[src/rtl/vz_image_loader.sv]
// ----------------------------------------------------------------------------
// vz_image_loader
//
// Turns the OSD "Load VZ Image" ioctl download stream into Z80 RAM writes.
// The 24-byte VZ header is parsed (type byte at offset 21, little-endian
// load address at offsets 22/23). Payload bytes go into a small FIFO and are
// written through a request/acknowledge port. After the payload, BASIC
// images get their program start/end system variables patched.
//
// Optional feature (macro VZ_AUTORUN_EN): machine-code (F1) images also get
// the autorun jump vector patched with the load address.
//
// Ports
//   clk_sys, reset            clock, synchronous active-high reset
//   dn_download/index/wr/     ioctl download stream from hps_io
//   addr/data
//   mem_addr/wdata/we         RAM write request, held until mem_ack
//   mem_ack                   single-cycle accept pulse from the RAM arbiter
//   busy                      loader active, CPU must be held in wait
//   loaded / err              sticky result of the last load
//   file_type                 header type byte (F0 BASIC, F1 machine code)
// ----------------------------------------------------------------------------
module vz_image_loader #(
    parameter int unsigned FIFO_DEPTH      = 4,
    parameter logic [7:0]  VZ_INDEX        = 8'd1,
    parameter logic [15:0] RAM_BASE        = 16'h7800,
    parameter logic [15:0] BASIC_START_PTR = 16'h78A4,
    parameter logic [15:0] BASIC_END_PTR   = 16'h78F9,
    parameter logic [15:0] AUTORUN_VEC     = 16'h788E
) (
    input  logic        clk_sys,
    input  logic        reset,
    input  logic        dn_download,
    input  logic [7:0]  dn_index,
    input  logic        dn_wr,
    input  logic [15:0] dn_addr,
    input  logic [7:0]  dn_data,
    output logic [15:0] mem_addr,
    output logic [7:0]  mem_wdata,
    output logic        mem_we,
    input  logic        mem_ack,
    output logic        busy,
    output logic        loaded,
    output logic        err,
    output logic [7:0]  file_type
);

`ifdef VZ_AUTORUN_EN
    localparam bit AUTORUN = 1'b1;
`else
    localparam bit AUTORUN = 1'b0;
`endif

    localparam int unsigned AW       = $clog2(FIFO_DEPTH);
    localparam logic [AW:0] FULL_CNT = FIFO_DEPTH[AW:0];
    localparam logic [7:0]  FT_BASIC = 8'hF0;
    localparam logic [7:0]  FT_MCODE = 8'hF1;

    typedef enum logic [2:0] {
        S_IDLE, S_HDR, S_DATA, S_FIX, S_DONE, S_ERR
    } state_t;

    typedef struct packed {
        logic [15:0] addr;
        logic [7:0]  data;
    } wr_t;

    state_t        state_q, state_d;
    logic          sel_q, sel_d;
    logic [15:0]   cnt_q, cnt_d;
    logic [15:0]   start_q, start_d;
    logic [15:0]   len_q, len_d;
    wr_t           fifo_q [FIFO_DEPTH];
    wr_t           fifo_d [FIFO_DEPTH];
    logic [AW-1:0] rd_ptr_q, rd_ptr_d;
    logic [AW-1:0] wr_ptr_q, wr_ptr_d;
    logic [AW:0]   count_q, count_d;
    logic [1:0]    fix_idx_q, fix_idx_d;
    logic          mem_we_q, mem_we_d;
    logic [15:0]   mem_addr_q, mem_addr_d;
    logic [7:0]    mem_wdata_q, mem_wdata_d;
    logic          busy_q, busy_d;
    logic          loaded_q, loaded_d;
    logic          err_q, err_d;
    logic [7:0]    file_type_q, file_type_d;

    logic          sel, rise, acc, addr_ok, pop, push, go_err, wrap, fix_basic;
    logic [1:0]    fix_last;
    logic [15:0]   end_addr;
    logic [16:0]   addr_sum;
    wr_t           push_entry, fix_next;

    // Pointer-patch writes: idx 0/1 = start lo/hi, idx 2/3 = end lo/hi.
    // Non-BASIC images only use idx 0/1 against the autorun vector.
    function automatic wr_t fix_entry(input logic [1:0] idx, input logic basic,
                                      input logic [15:0] st, input logic [15:0] en);
        wr_t         w;
        logic [15:0] base;
        logic [15:0] val;
        base   = basic ? (idx[1] ? BASIC_END_PTR : BASIC_START_PTR) : AUTORUN_VEC;
        val    = (basic && idx[1]) ? en : st;
        w.addr = base + {15'd0, idx[0]};
        w.data = idx[0] ? val[15:8] : val[7:0];
        return w;
    endfunction

    always_comb begin
        state_d     = state_q;
        sel_d       = sel_q;
        cnt_d       = cnt_q;
        start_d     = start_q;
        len_d       = len_q;
        fifo_d      = fifo_q;
        rd_ptr_d    = rd_ptr_q;
        wr_ptr_d    = wr_ptr_q;
        count_d     = count_q;
        fix_idx_d   = fix_idx_q;
        mem_we_d    = mem_we_q;
        mem_addr_d  = mem_addr_q;
        mem_wdata_d = mem_wdata_q;
        busy_d      = busy_q;
        loaded_d    = loaded_q;
        err_d       = err_q;
        file_type_d = file_type_q;

        sel        = dn_download && (dn_index == VZ_INDEX);
        sel_d      = sel;
        rise       = sel && !sel_q;
        acc        = dn_wr && sel;
        addr_ok    = (dn_addr == cnt_q);
        pop        = 1'b0;
        push       = 1'b0;
        go_err     = 1'b0;
        addr_sum   = {1'b0, start_q} + {1'b0, len_q};
        wrap       = addr_sum[16];
        push_entry = '{addr: addr_sum[15:0], data: dn_data};
        end_addr   = start_q + len_q;
        fix_basic  = (file_type_q == FT_BASIC);
        fix_last   = fix_basic ? 2'd3 : 2'd1;
        fix_next   = fix_entry(fix_idx_q + 2'd1, fix_basic, start_q, end_addr);

        case (state_q)
            S_IDLE: begin
                if (rise) begin
                    state_d     = S_HDR;
                    busy_d      = 1'b1;
                    loaded_d    = 1'b0;
                    err_d       = 1'b0;
                    cnt_d       = 16'd0;
                    len_d       = 16'd0;
                    start_d     = 16'd0;
                    file_type_d = 8'd0;
                    // A byte arriving together with the download edge is offset 0.
                    if (acc) begin
                        if (dn_addr == 16'd0) cnt_d = 16'd1;
                        else                  go_err = 1'b1;
                    end
                end
            end

            S_HDR: begin
                if (!dn_download) begin
                    go_err = 1'b1;
                end else if (acc) begin
                    if (!addr_ok) begin
                        go_err = 1'b1;
                    end else begin
                        cnt_d = cnt_q + 16'd1;
                        if (cnt_q == 16'd21) file_type_d   = dn_data;
                        if (cnt_q == 16'd22) start_d[7:0]  = dn_data;
                        if (cnt_q == 16'd23) begin
                            start_d[15:8] = dn_data;
                            if (({dn_data, start_q[7:0]} < RAM_BASE) ||
                                !(file_type_q == FT_BASIC || file_type_q == FT_MCODE))
                                go_err = 1'b1;
                            else
                                state_d = S_DATA;
                        end
                    end
                end
            end

            S_DATA: begin
                pop = mem_we_q && mem_ack;
                if (acc) begin
                    // Full FIFO may still take a byte if the head leaves this cycle.
                    if (!addr_ok || wrap || (count_q == FULL_CNT && !pop)) begin
                        go_err = 1'b1;
                    end else begin
                        push             = 1'b1;
                        fifo_d[wr_ptr_q] = push_entry;
                        wr_ptr_d         = wr_ptr_q + AW'(1);
                        len_d            = len_q + 16'd1;
                        cnt_d            = cnt_q + 16'd1;
                    end
                end
                if (pop) rd_ptr_d = rd_ptr_q + AW'(1);
                count_d  = count_q + (AW+1)'(push) - (AW+1)'(pop);
                // Registered head: reading fifo_d covers the push-into-empty bypass.
                mem_we_d = (count_d != '0);
                if (count_d != '0) {mem_addr_d, mem_wdata_d} = fifo_d[rd_ptr_d];

                if (!dn_download && count_q == '0) begin
                    if (fix_basic || AUTORUN) begin
                        state_d   = S_FIX;
                        fix_idx_d = 2'd0;
                        mem_we_d  = 1'b1;
                        {mem_addr_d, mem_wdata_d} = fix_entry(2'd0, fix_basic, start_q, end_addr);
                    end else begin
                        state_d  = S_DONE;
                        loaded_d = 1'b1;
                        busy_d   = 1'b0;
                    end
                end
            end

            S_FIX: begin
                if (mem_we_q && mem_ack) begin
                    if (fix_idx_q == fix_last) begin
                        state_d  = S_DONE;
                        mem_we_d = 1'b0;
                        loaded_d = 1'b1;
                        busy_d   = 1'b0;
                    end else begin
                        fix_idx_d = fix_idx_q + 2'd1;
                        {mem_addr_d, mem_wdata_d} = fix_next;
                    end
                end
            end

            S_DONE: state_d = S_IDLE;

            S_ERR: begin
                if (!dn_download) state_d = S_IDLE;
            end

            default: state_d = S_IDLE;
        endcase

        if (go_err) begin
            state_d  = S_ERR;
            mem_we_d = 1'b0;
            count_d  = '0;
            rd_ptr_d = '0;
            wr_ptr_d = '0;
            err_d    = 1'b1;
            loaded_d = 1'b0;
            busy_d   = 1'b0;
        end
    end

    always_ff @(posedge clk_sys) begin
        if (reset) begin
            state_q     <= S_IDLE;
            // Track the live level so a download still running across reset
            // is not mistaken for a fresh start.
            sel_q       <= sel;
            cnt_q       <= 16'd0;
            start_q     <= 16'd0;
            len_q       <= 16'd0;
            for (int i = 0; i < FIFO_DEPTH; i++) fifo_q[i] <= '0;
            rd_ptr_q    <= '0;
            wr_ptr_q    <= '0;
            count_q     <= '0;
            fix_idx_q   <= 2'd0;
            mem_we_q    <= 1'b0;
            mem_addr_q  <= 16'd0;
            mem_wdata_q <= 8'd0;
            busy_q      <= 1'b0;
            loaded_q    <= 1'b0;
            err_q       <= 1'b0;
            file_type_q <= 8'd0;
        end else begin
            state_q     <= state_d;
            sel_q       <= sel_d;
            cnt_q       <= cnt_d;
            start_q     <= start_d;
            len_q       <= len_d;
            fifo_q      <= fifo_d;
            rd_ptr_q    <= rd_ptr_d;
            wr_ptr_q    <= wr_ptr_d;
            count_q     <= count_d;
            fix_idx_q   <= fix_idx_d;
            mem_we_q    <= mem_we_d;
            mem_addr_q  <= mem_addr_d;
            mem_wdata_q <= mem_wdata_d;
            busy_q      <= busy_d;
            loaded_q    <= loaded_d;
            err_q       <= err_d;
            file_type_q <= file_type_d;
        end
    end

    assign mem_addr  = mem_addr_q;
    assign mem_wdata = mem_wdata_q;
    assign mem_we    = mem_we_q;
    assign busy      = busy_q;
    assign loaded    = loaded_q;
    assign err       = err_q;
    assign file_type = file_type_q;

endmodule

[config.mk]
export PLATFORM = sky130hd
export DESIGN_NAME = vz_image_loader
export DESIGN_NICKNAME = d
export VERILOG_FILES = /design/src/rtl/vz_image_loader.sv
export SDC_FILE = /design/constraint.sdc
export NUM_CORES = 1
export LEC_CHECK = 0
export CAP_MARGIN = 30
export CORE_AREA = 4 4 147 149
export DETAILED_ROUTE_END_ITERATION = 10
export DIE_AREA = 0 0 151 153
export PLACE_DENSITY = 0.86
export SYNTH_ARGS = -nofsm -noshare
export SYNTH_HDL_FRONTEND = slang
export SYNTH_SLANG_ARGS = --single-unit
[constraint.sdc]
create_clock -name clk_sys -period 5.04 [get_ports clk_sys]
set_input_delay 0.504 -clock clk_sys [delete_from_list [all_inputs] [get_ports clk_sys]]
set_output_delay 0.504 -clock clk_sys [all_outputs]
set_load 0.02 [all_outputs]
## After elaboration in Yosys (flattened, before gate mapping)

Cells that the tools add are included.

- Bits in registers: 193
- Input bits: 37
- Output and inout port bits: 36
- Word-level logic and storage cells: 227

- Add/sub/neg operators: 10
- Magnitude comparators: 4
- Equality and inequality tests: 40
- Muxes and demuxes: 102
- Bitwise operators: 3
- Reduce and logical (&&, ||, !) cells: 42

Operator list:

| cell | count |
|---|---|
| 2-to-1 mux 16 bit | 18 |
| 2-to-1 mux 96 bit | 3 |
| 2-to-1 mux 8 bit | 13 |
| bitwise mux 96 bit | 1 |
| case mux 16 bit (2 select lines) | 3 |
| 2-to-1 mux 24 bit | 3 |
| binary-select mux 24 bit (select 2 bit) | 1 |
| demux 24 bit (select 2 bit) | 1 |
| equality test 16 x 5 -> 1 bit (second input constant) | 3 |
| case mux 16 bit (3 select lines) | 1 |
| 2-to-1 mux 3 bit | 12 |
| != test 2 bit (second input constant) | 17 |
| adder 16 x 1 -> 16 bit (second input constant) | 2 |
| case mux 8 bit (2 select lines) | 2 |
| != test 3 bit (second input constant) | 10 |
| 2-to-1 mux 1 bit | 29 |
| AND reduction 6 bit | 4 |
| AND reduction 10 bit | 2 |
| adder 16 x 16 -> 17 bit | 1 |
| adder 15 x 1 -> 16 bit | 1 |
| adder 16 bit | 1 |
| equality test 16 bit | 1 |
| equality test 8 bit (second input constant) | 2 |
| zero test 16 bit | 1 |
| 31 further kinds | 69 |

## Logic depth before layout (Yosys ltp)

Gate-level depths: netlist (run 1).

- Depth in word-level cells: 16
- Mapped depth: 20
- Gate-level depth less buffers: 20

## Worst setup path after synthesis (run 1)

No wires, ideal clock.

- Path kind: register to register
- Start point: register start_q[0]
- End point: register mem_wdata_q[3] (netlist: mem_wdata[3])
- Library setup time: 58 ps
- Arrival: 4710 ps
- Slack: 272 ps
- Cell stages (with the launch flop): 21
- Cells stage by stage: dfxtp_1 > ha_1 > fa_1 > a211oi_1 > nor3_1 > o21a_1 > or2_2 > nand2_1 > nand4b_1 > ha_1 > inv_1 > ha_1 > fa_1 > xnor2_1 > mux2_2 > a21oi_1 > nand2_1 > nor3_1 > o221ai_1 > o22ai_1 > a21o_1

- Cells in the longest elaborated chain, start to end: 13
- Elaborated cells between the ends (all ways): 24
- Those cells by class: add/sub (4); mux (17); reduce/logical (3)

RTL lines:

| item | line | source |
|---|---|---|
| from (decl) | 71 | `logic [15:0] start_q, start_d;` |
| from (signal assigned) | 277 | `start_q <= start_d;` |
| adder 16 x 16 -> 17 bit | 134 | `addr_sum = {1'b0, start_q} + {1'b0, len_q};` |
| logical OR 1 bit (2 in series) | 187 | `if (!addr_ok \|\| wrap \|\| (count_q == FULL_CNT && !pop)) begin` |
| 2-to-1 mux 1 bit / 2-to-1 mux 96 bit (equally long branches) | 187 |  |
| 2-to-1 mux 1 bit / 2-to-1 mux 96 bit (equally long branches) | 185 | `if (acc) begin` |
| 2-to-1 mux 1 bit / 2-to-1 mux 96 bit (equally long branches) | 142 | `case (state_q)` |
| adder 3 x 1 -> 3 bit / binary-select mux 24 bit (select 2 bit) (equally long branches) | 198, 201 |  |
| subtractor 3 x 1 -> 3 bit / 2-to-1 mux 24 bit (equally long branches) | 198, 201 |  |
| nonzero test 3 bit / 2-to-1 mux 24 bit (equally long branches) | 201 | `if (count_d != '0) {mem_addr_d, mem_wdata_d} = fifo_d[rd_ptr_d];` |
| 2-to-1 mux 8 bit | 201 |  |
| 2-to-1 mux 8 bit | 204 | `if (fix_basic \|\| AUTORUN) begin` |
| 2-to-1 mux 8 bit | 203 | `if (!dn_download && count_q == '0) begin` |
| case mux 8 bit (2 select lines) * | 142 |  |
| to (signal assigned) | 286 | `mem_wdata_q <= mem_wdata_d;` |
| to (decl) | 81 | `logic [7:0] mem_wdata_q, mem_wdata_d;` |

Mark *: on every way between the ends. The rest lies on a longest branch, timed or not. The select of a mux whose other input is x is not followed.
A chain may end at the register's enable or synchronous reset.

## Worst setup path in the final report (run 1)

Same ends and word-level chain as after synthesis.

==> metrics.md, run 1 <==
| Metric | Value |
|---|---|
| Status | `finished clean` |
| Asr flop ratio synth | `0%` |
| Die X | `151 µm` |
| IO Count | `73` |
| Tmin final | `a little under 5 ns` |
| Crit Path Max Fanout | `7` |
| Initial core utilization | `53.4%` |
| Setup TNS | `0 ns` |
| Main synth FF type | `dfxtp_1` |
| Synthesized area | `10800 µm²` |
| Synth Register Bits | `a little under 200` |
| Top post-synthesis cells by count | `266 x nand2_1, 193 x dfxtp_1, 161 x a21oi_1` |
| Vias/cell | `approximately 6.4` |
| CTS tree | `yes` |
| Lkg Pwr | `4.28 nW` |
| Synth warnings | `0` |
| Layout Cells excl Fill | `1697` |
| Seq pwr share | `between 50% and 60%` |
| Worst hold path type | `reg -> reg` |
| Detailed Place HPWL | `24000 µm` |
| Worst skew pair latency | `0.45 ns` |
| Maximum clock insertion buffer count | `2` |
| Post-CTS Hold Fix Bufs | `0` |
| Top achievable clock speed | `204 MHz` |
| Syn_nets | `~1400` |
| Comb pwr share | `under 10%` |
| Final WL | `34700 µm` |
| Number of global-route vias before repair | `between 10000 and 15000` |
| CP Class | `reg -> reg` |
| Rows | `52` |
| Min Hold Slack | `0.453 ns` |
| Switching Share | `24.0%` |
| Core area | `20200 µm²` |
| Worst-Margin Slew | `1.07 ns` |
| PD cells | `~240 nW/µm²` |
| Die area | `23100 µm²` |
| Final worst setup slack | `around 0.13 ns` |
| WP data required | `5.44 ns` |
| Final Slew Violations | `0` |
| H-tree level count | `4` |
| P_int | `2.27 mW` |
| Final hold violations | `0` |
| P&R area growth vs syn | `14.8%` |
| Number of synthesized flops with an enable pin | `0` |
| Inserted Diodes | `0` |
| Cts bufs inserted | `17` |
| Tot GR Track Use | `29.6%` |
| Grt ovf | `0` |
| I/O Buffers | `72` |
| Drt pass-1 iters | `7` |
| Sw Pwr | `slightly above 0.7 mW` |
| Routed length per placed instance | `20.4 µm` |
| Syn avg cell area | `7.82 µm²` |
| Clk network pwr share | `45.9%` |
| Critical Path End Type | `flop` |
| Num Clock Sinks | `193` |
| Crit start category | `flop` |
| Dominant cells by area after synthesis | `dfxtp_1 36%, nand2_1 9.3%, a21oi_1 7.5%` |
| Setup WS pre-CTS | `0.0125 ns` |
| R2r setup slk | `0.13 ns` |
| Largest net degree at the start of global routing | `57` |
| Post-Syn Instances | `1377` |
| Yosys cell types | `81` |
| Placed instance count | `roughly 1700` |
| Fin Clk Skew | `0.0104 ns` |
| Count leader, synth | `nand2_1` |
| Max-cap violations | `0` |
| Max IR drop VDD | `between 0.0002 and 0.0003 V` |
| Root Buffer | `clkbuf_16` |
| Final setup fails | `0` |
| Layout cell share with drive strength beyond 1 | `7.85%` |
| First-pass GRT wire length | `54500 µm` |
| Clock-pin transition on the worst setup and hold timing paths | `0.08 ns` |
| Tcrit/Tclk final | `between 90% and 100%` |
| Initial antenna violation count | `0` |
| Rel. slew slack | `28.8%` |
| NumNets Final | `1482` |
| DR iter-0 viols | `1395` |
| Antenna-violating nets left | `0` |
| Drt drc | `0` |
| Vias post-DR | `10900` |
| Chip height | `153 µm` |
| Area share of the largest cell type after synthesis | `35.9%` |
| Crit path DAT | `5.31 ns` |
| Sequential share of the synthesized area | `35.9%` |
| Total Power | `2.99 mW` |
| Final Wtd Congestion | `0.978` |
| Top cell type by total area after synthesis | `dfxtp_1` |
## logic make-up after synthesis
| group | count (synthesis) | share of synthesized area [%] |
|---|---|---|
| AOI/OAI and AO/OA | 385 | 23.7 |
| and+or+nand+nor | 571 | 24.9 |
| muxes | 36 | 3.38 |
| adders and majority gates | 30 | 3.63 |
| buffers and inverters | 109 | 4.15 |
| xor gates and xnor gates | 53 | 4.31 |
| DFF | 193 | 35.9 |
## state kept, by name, summed over array words and instances, names as in the netlist
signal / count
fifo_q: 96
loaded: 1
mem_we: 1
sel_q: 1
mem_wdata: 8
busy: 1
count_q: 3
state_q: 3
rd_ptr_q: 2
len_q: 16
fix_idx_q: 2
cnt_q: 16
wr_ptr_q: 2
start_q: 16
file_type: 8
err: 1
mem_addr: 16
## routing by layer
| metal | GRT usage, % | vias up | wire length, µm |
|---|---|---|---|
| met1 | 38.4 | 5041 | 13500 |
| li1 | - | 5031 | - |
| met3 | 7.88 | 155 | 3700 |
| met5 | 0 | - | 0 |
| met4 | 15.4 | 0 | 1960 |
| met2 | 44.9 | 695 | 15500 |
## placed cells by master, fill, tap and decap left out, types with 8 or more instances in the layout
cell type        synthesis  layout
a211oi_1                10       9
a21o_1                  10      10
a21oi_1                161     160
a31oi_1                  8       8
and2_1                  22      22
and3_1                  18      18
buf_4                    0      31
clkbuf_16                0      17
clkdlybuf4s50_1          0      71
dfxtp_1                193     193
ha_1                    28      28
inv_1                   24      24
mux2i_1                 33      32
nand2_1                266     265
nand2b_1                12      12
nand3_1                 24      24
nand4_1                 21      21
nor2_1                 117     117
nor3_1                  22      20
nor4_1                   8       8
o21a_1                   9       9
o21ai_0                 48      47
o221a_2                  9       9
o221ai_1                36      36
o22ai_1                 11      11
or3_1                   10      10
or4_1                    8       8
xnor2_1                 28      27
xor2_1                  25      24
## worst max-delay path: stages (launching register included)
cell and delay (ns):
dfxtp_1 0.35, ha_1 0.24, fa_2 0.38, a211oi_2 0.32, nor3_1 0.14, o21a_1 0.23
or2_2 0.31, nand2_1 0.09, nand4b_1 0.11, ha_1 0.29, inv_1 0.04, ha_1 0.18
fa_1 0.58, nor3_2 0.08, mux2_2 0.31, a21oi_2 0.18, nand2_2 0.14, nor3_1 0.23
buf_4 0.19, o221ai_1 0.12, o22ai_1 0.23, a21o_1 0.10
## through the flow
stage | instance area, µm² | utilization, %
final | 12400 | 61.2
after global routing | 12400 | 61.2
after CTS | 12300 | 60.9
after detailed placement | 11700 | 57.9
after global placement | 11700 | 57.9
after floorplan | 10800 | -
## power groups by stage
stage | sequential [mW] | clock [mW] | combinational (mW)
after floorplan | 1.56 | 0 | 0.0438
after global placement | 1.56 | 0 | 0.0917
after detailed placement | 1.56 | 0 | 0.0925
after CTS | 1.52 | 1.38 | 0.0930
after global routing | 1.52 | 1.44 | 0.100
final | 1.52 | 1.37 | 0.0950
## timing repair
action,4_1_cts,5_1_grt
pin swaps,0,2
resized for setup,1,9
endpoints found under the setup margin,5,18
setup buffers,0,2
## area by class of cell
| cell class | instances | area, µm² |
|---|---|---|
| Fill cell | 1735 | 7820 |
| Multi-Input combinational cell | 1075 | 6500 |
| Sequential cell | 193 | 3860 |
| Timing Repair Buffer | 103 | 971 |
| Clock buffer | 18 | 439 |
| Tap cell | 270 | 338 |
| Clock inverter | 13 | 145 |
| Inverter | 25 | 93.8 |
## path summary, 6_finish.rpt
kind,start,to,cells past startpoint
max,start_q[0],mem_wdata[3],21
min,fifo_q[20],fifo_q[20],2
max reg2reg,start_q[0],mem_wdata[3],21
min reg2reg,fifo_q[20],fifo_q[20],2
(Power assumes the default switching activity.)
==> run 2: changes to the inputs <==
--- a/config.mk
+++ b/config.mk
@@ -9,6 +9,7 @@
 export CORE_AREA = 4 4 147 149
 export DETAILED_ROUTE_END_ITERATION = 10
 export DIE_AREA = 0 0 151 153
+export GPL_ROUTABILITY_DRIVEN = 0
 export PLACE_DENSITY = 0.86
 export SYNTH_ARGS = -nofsm -noshare
 export SYNTH_HDL_FRONTEND = slang
==> run 2 against run 1 <==
Setup slack better by 0.016 ns. Clock power is 3% higher. Sequential share of layout area is 0.14 points lower. Final cell count is 0.18% higher. Clock skew is 0.0061 ns higher. Via count is 2.6% higher. Total power is 1.4% higher. Clock-buffer cell count is 1 lower. Critical path type unchanged. Largest cell class unchanged.
==> metrics.md, run 2 (synthesis results as in run 1) <==
| Metric | Value |
|---|---|
| Status | `finished clean (unchanged)` |
| Rows | `52 (unchanged)` |
| Root Buffer | `clkbuf_16 (unchanged)` |
| Tcrit/Tclk final | `97.0% (was 97.3%)` |
| Number of flip-flops in the largest register | `96 (unchanged)` |
| Crit Path Max Fanout | `7 (unchanged)` |
| Commonest non-fill, non-tap cell in the layout | `nand2_1 (unchanged)` |
| Crit start category | `flop (unchanged)` |
| Seq pwr share | `50.2% (was 51.0%)` |
| H-tree level count | `4 (unchanged)` |
| Layout cell share with drive strength beyond 1 | `8.04% (was 7.85%)` |
| WP data required | `5.44 ns (about the same)` |
| Final WL | `35400 µm (was 34700 µm)` |
| Worst skew pair latency | `0.46 ns (was 0.45 ns)` |
| Chip height | `153 µm (unchanged)` |
| Switching Share | `25.0% (was 24.0%)` |
| Worst hold path type | `reg -> reg (unchanged)` |
| Clock-pin transition on the worst setup and hold timing paths | `0.09 ns (was 0.08 ns)` |
| P_int | `2.28 mW (was 2.27 mW)` |
| PD cells | `245 nW/µm² (was 242 nW/µm²)` |
| Largest net degree at the start of global routing | `95 (was 57)` |
| Die area | `23100 µm² (unchanged)` |
| Drt drc | `0 (unchanged)` |
| I/O Buffers | `72 (unchanged)` |
| Worst path cell trace | `ha_1, fa_2, a211oi_2, nor3_1, o21a_1, or2_2, nand2_1, nand4b_1, ha_1, inv_1, ha_1, fa_1, nor3_1, mux2_2, a21oi_2, nand2_2, nor3_1, buf_4, o221ai_1, o22ai_1, a21o_1 (was ha_1, fa_2, a211oi_2, nor3_1, o21a_1, or2_2, nand2_1, nand4b_1, ha_1, inv_1, ha_1, fa_1, nor3_2, mux2_2, a21oi_2, nand2_2, nor3_1, buf_4, o221ai_1, o22ai_1, a21o_1)` |
| Num Clock Sinks | `193 (unchanged)` |
| Total Power | `3.03 mW (was 2.99 mW)` |
| Crit path DAT | `5.28 ns (was 5.31 ns)` |
| R2r setup slk | `0.15 ns (was 0.13 ns)` |
| Routed length per placed instance | `20.8 µm (was 20.4 µm)` |
| Comb pwr share | `3.2% (about the same)` |
| Number of global-route vias before repair | `10400 (was 10200)` |
| Final worst setup slack | `0.151 ns (was 0.135 ns)` |
| Final hold violations | `0 (unchanged)` |
| First-pass GRT wire length | `55100 µm (was 54500 µm)` |
| Slowest CP cell | `fa_1 (unchanged)` |
| Clk network pwr share | `46.6% (was 45.9%)` |
| P&R area growth vs syn | `15.3% (was 14.8%)` |
| RR Startpoint | `start_q[0] (unchanged)` |
| Finished Cell Area | `12400 µm² (about the same)` |
| Grt ovf | `0 (unchanged)` |
| CTS tree | `yes (unchanged)` |
| Rel. slew slack | `27.6% (was 28.8%)` |
| WHS Path Cells | `2 (unchanged)` |
| Min-delay src | `fifo_q[72] (was fifo_q[20])` |
| Inserted Diodes | `0 (unchanged)` |
| Max-cap violations | `0 (unchanged)` |
| Critical Path End Type | `flop (unchanged)` |
| Post-CTS Hold Fix Bufs | `0 (unchanged)` |
| Setup WS pre-CTS | `0.0522 ns (was 0.0125 ns)` |
| Cts bufs inserted | `17 (unchanged)` |
| Antenna-violating nets left | `0 (unchanged)` |
| FF-to-FF path depth | `21 (unchanged)` |
| CP max stage delay | `0.57 ns (was 0.58 ns)` |
| Sw Pwr | `0.758 mW (was 0.718 mW)` |
| CP Class | `reg -> reg (unchanged)` |
| Drt pass-1 iters | `6 (was 7)` |
| Tmin final | `4.89 ns (was 4.91 ns)` |
| Most flop-heavy register | `fifo_q (unchanged)` |
| Lkg Pwr | `4.30 nW (was 4.28 nW)` |
| Final Slew Violations | `0 (unchanged)` |
| Die X | `151 µm (unchanged)` |
| Final setup fails | `0 (unchanged)` |
| IO Count | `73 (unchanged)` |
| DR iter-0 viols | `1385 (was 1395)` |
| Tot GR Track Use | `29.7% (was 29.6%)` |
| Maximum clock insertion buffer count | `2 (unchanged)` |
| Core area | `20200 µm² (unchanged)` |
| Vias post-DR | `11200 (was 10900)` |
| Hold Crit Endpoint | `fifo_q[72] (was fifo_q[20])` |
| DP Area | `11700 µm² (about the same)` |
| Initial core utilization | `53.4% (unchanged)` |
| Fin Clk Skew | `0.0165 ns (was 0.0104 ns)` |
| Max IR drop VDD | `0.000276 V (was 0.000252 V)` |
| FILL cells | `1735 (unchanged)` |
| Vias/cell | `6.59 (was 6.44)` |
| Detailed Place HPWL | `24100 µm (was 24000 µm)` |
| Most frequent cells in the layout | `264 x nand2_1, 193 x dfxtp_1, 160 x a21oi_1, 117 x nor2_1, 71 x clkdlybuf4s50_1 (was 265 x nand2_1, 193 x dfxtp_1, 160 x a21oi_1, 117 x nor2_1, 71 x clkdlybuf4s50_1)` |
| Top achievable clock speed | `205 MHz (was 204 MHz)` |
| Initial antenna violation count | `1 (was 0)` |
| Worst-Margin Slew | `1.09 ns (was 1.07 ns)` |
| NumNets Final | `1484 (was 1482)` |
| Reg-to-Reg End | `mem_wdata[3] (unchanged)` |
run 2: per-stage QoR:
step	hold WS [ns]	util, %	TNS (ns)	instances
after floorplan	0.429	-	0	1377
after global placement	0.434	58.0	0	1664
after detailed placement	0.441	58.2	0	1666
after CTS	0.453	61.3	0	1698
after global routing	0.468	61.5	-0.0202	1700
final	0.455	61.5	0	1700
run 2: worst max-delay path by stage:
stage,startpoint,end,slack [ns],cells past startpoint
2_1_floorplan,start_q[0],mem_wdata[3],0.27,20
3_3_place_gp,dn_index[2],mem_wdata[7],0.18,18
3_5_place_dp,start_q[0],mem_addr[6],0.05,21
4_1_cts,start_q[0],mem_addr[6],0.008,21
5_1_grt,start_q[0],mem_wdata[3],-0.02,21
6_report,start_q[0],mem_wdata[3],0.15,21
run 2: per-layer routing:
layer | track usage [%] | vias to the layer above | part of all wire (%)
met5 | 0 | - | 0.045
met4 | 14.3 | 2 | 5.0
met3 | 7.52 | 166 | 11
met2 | 46.9 | 760 | 46
met1 | 37.7 | 5255 | 38
li1 | - | 5021 | -
run 2: area by class of cell:
cell class / count / area (µm²) / area share, %
multi-input combinational: 1075 / 6500 / 52.4
sequential: 193 / 3860 / 31.1
timing repair buffer: 105 / 1000 / 8.09
clock buffer: 17 / 425 / 3.43
tap: 270 / 338 / 2.72
clock inverter: 15 / 185 / 1.49
inverter: 25 / 93.8 / 0.756
run 2: worst max-delay path: cells and delay by family (launching register included):
kind            cells  cell delay (ns)
simple gates        7             1.06
flops               1             0.35
compound gates      6             1.17
buf+inv             2             0.23
mux                 1             0.32
fa+ha+maj           5             1.69
run 2: power by group through the flow:
| stage | combinational, mW | sequential, mW | clock, mW |
|---|---|---|---|
| 2_1_floorplan | 0.0438 | 1.56 | 0 |
| 3_3_place_gp | 0.0912 | 1.56 | 0 |
| 3_5_place_dp | 0.0924 | 1.56 | 0 |
| 4_1_cts | 0.0930 | 1.52 | 1.41 |
| 5_1_grt | 0.101 | 1.52 | 1.47 |
| 6_report | 0.0960 | 1.52 | 1.41 |
run 2: repair_timing:
action	4_1_cts	5_1_grt
endpoints found under the setup margin	0	17
buffers inserted	0	1
gates resized for setup	0	10
hold endpoints to repair	0	0
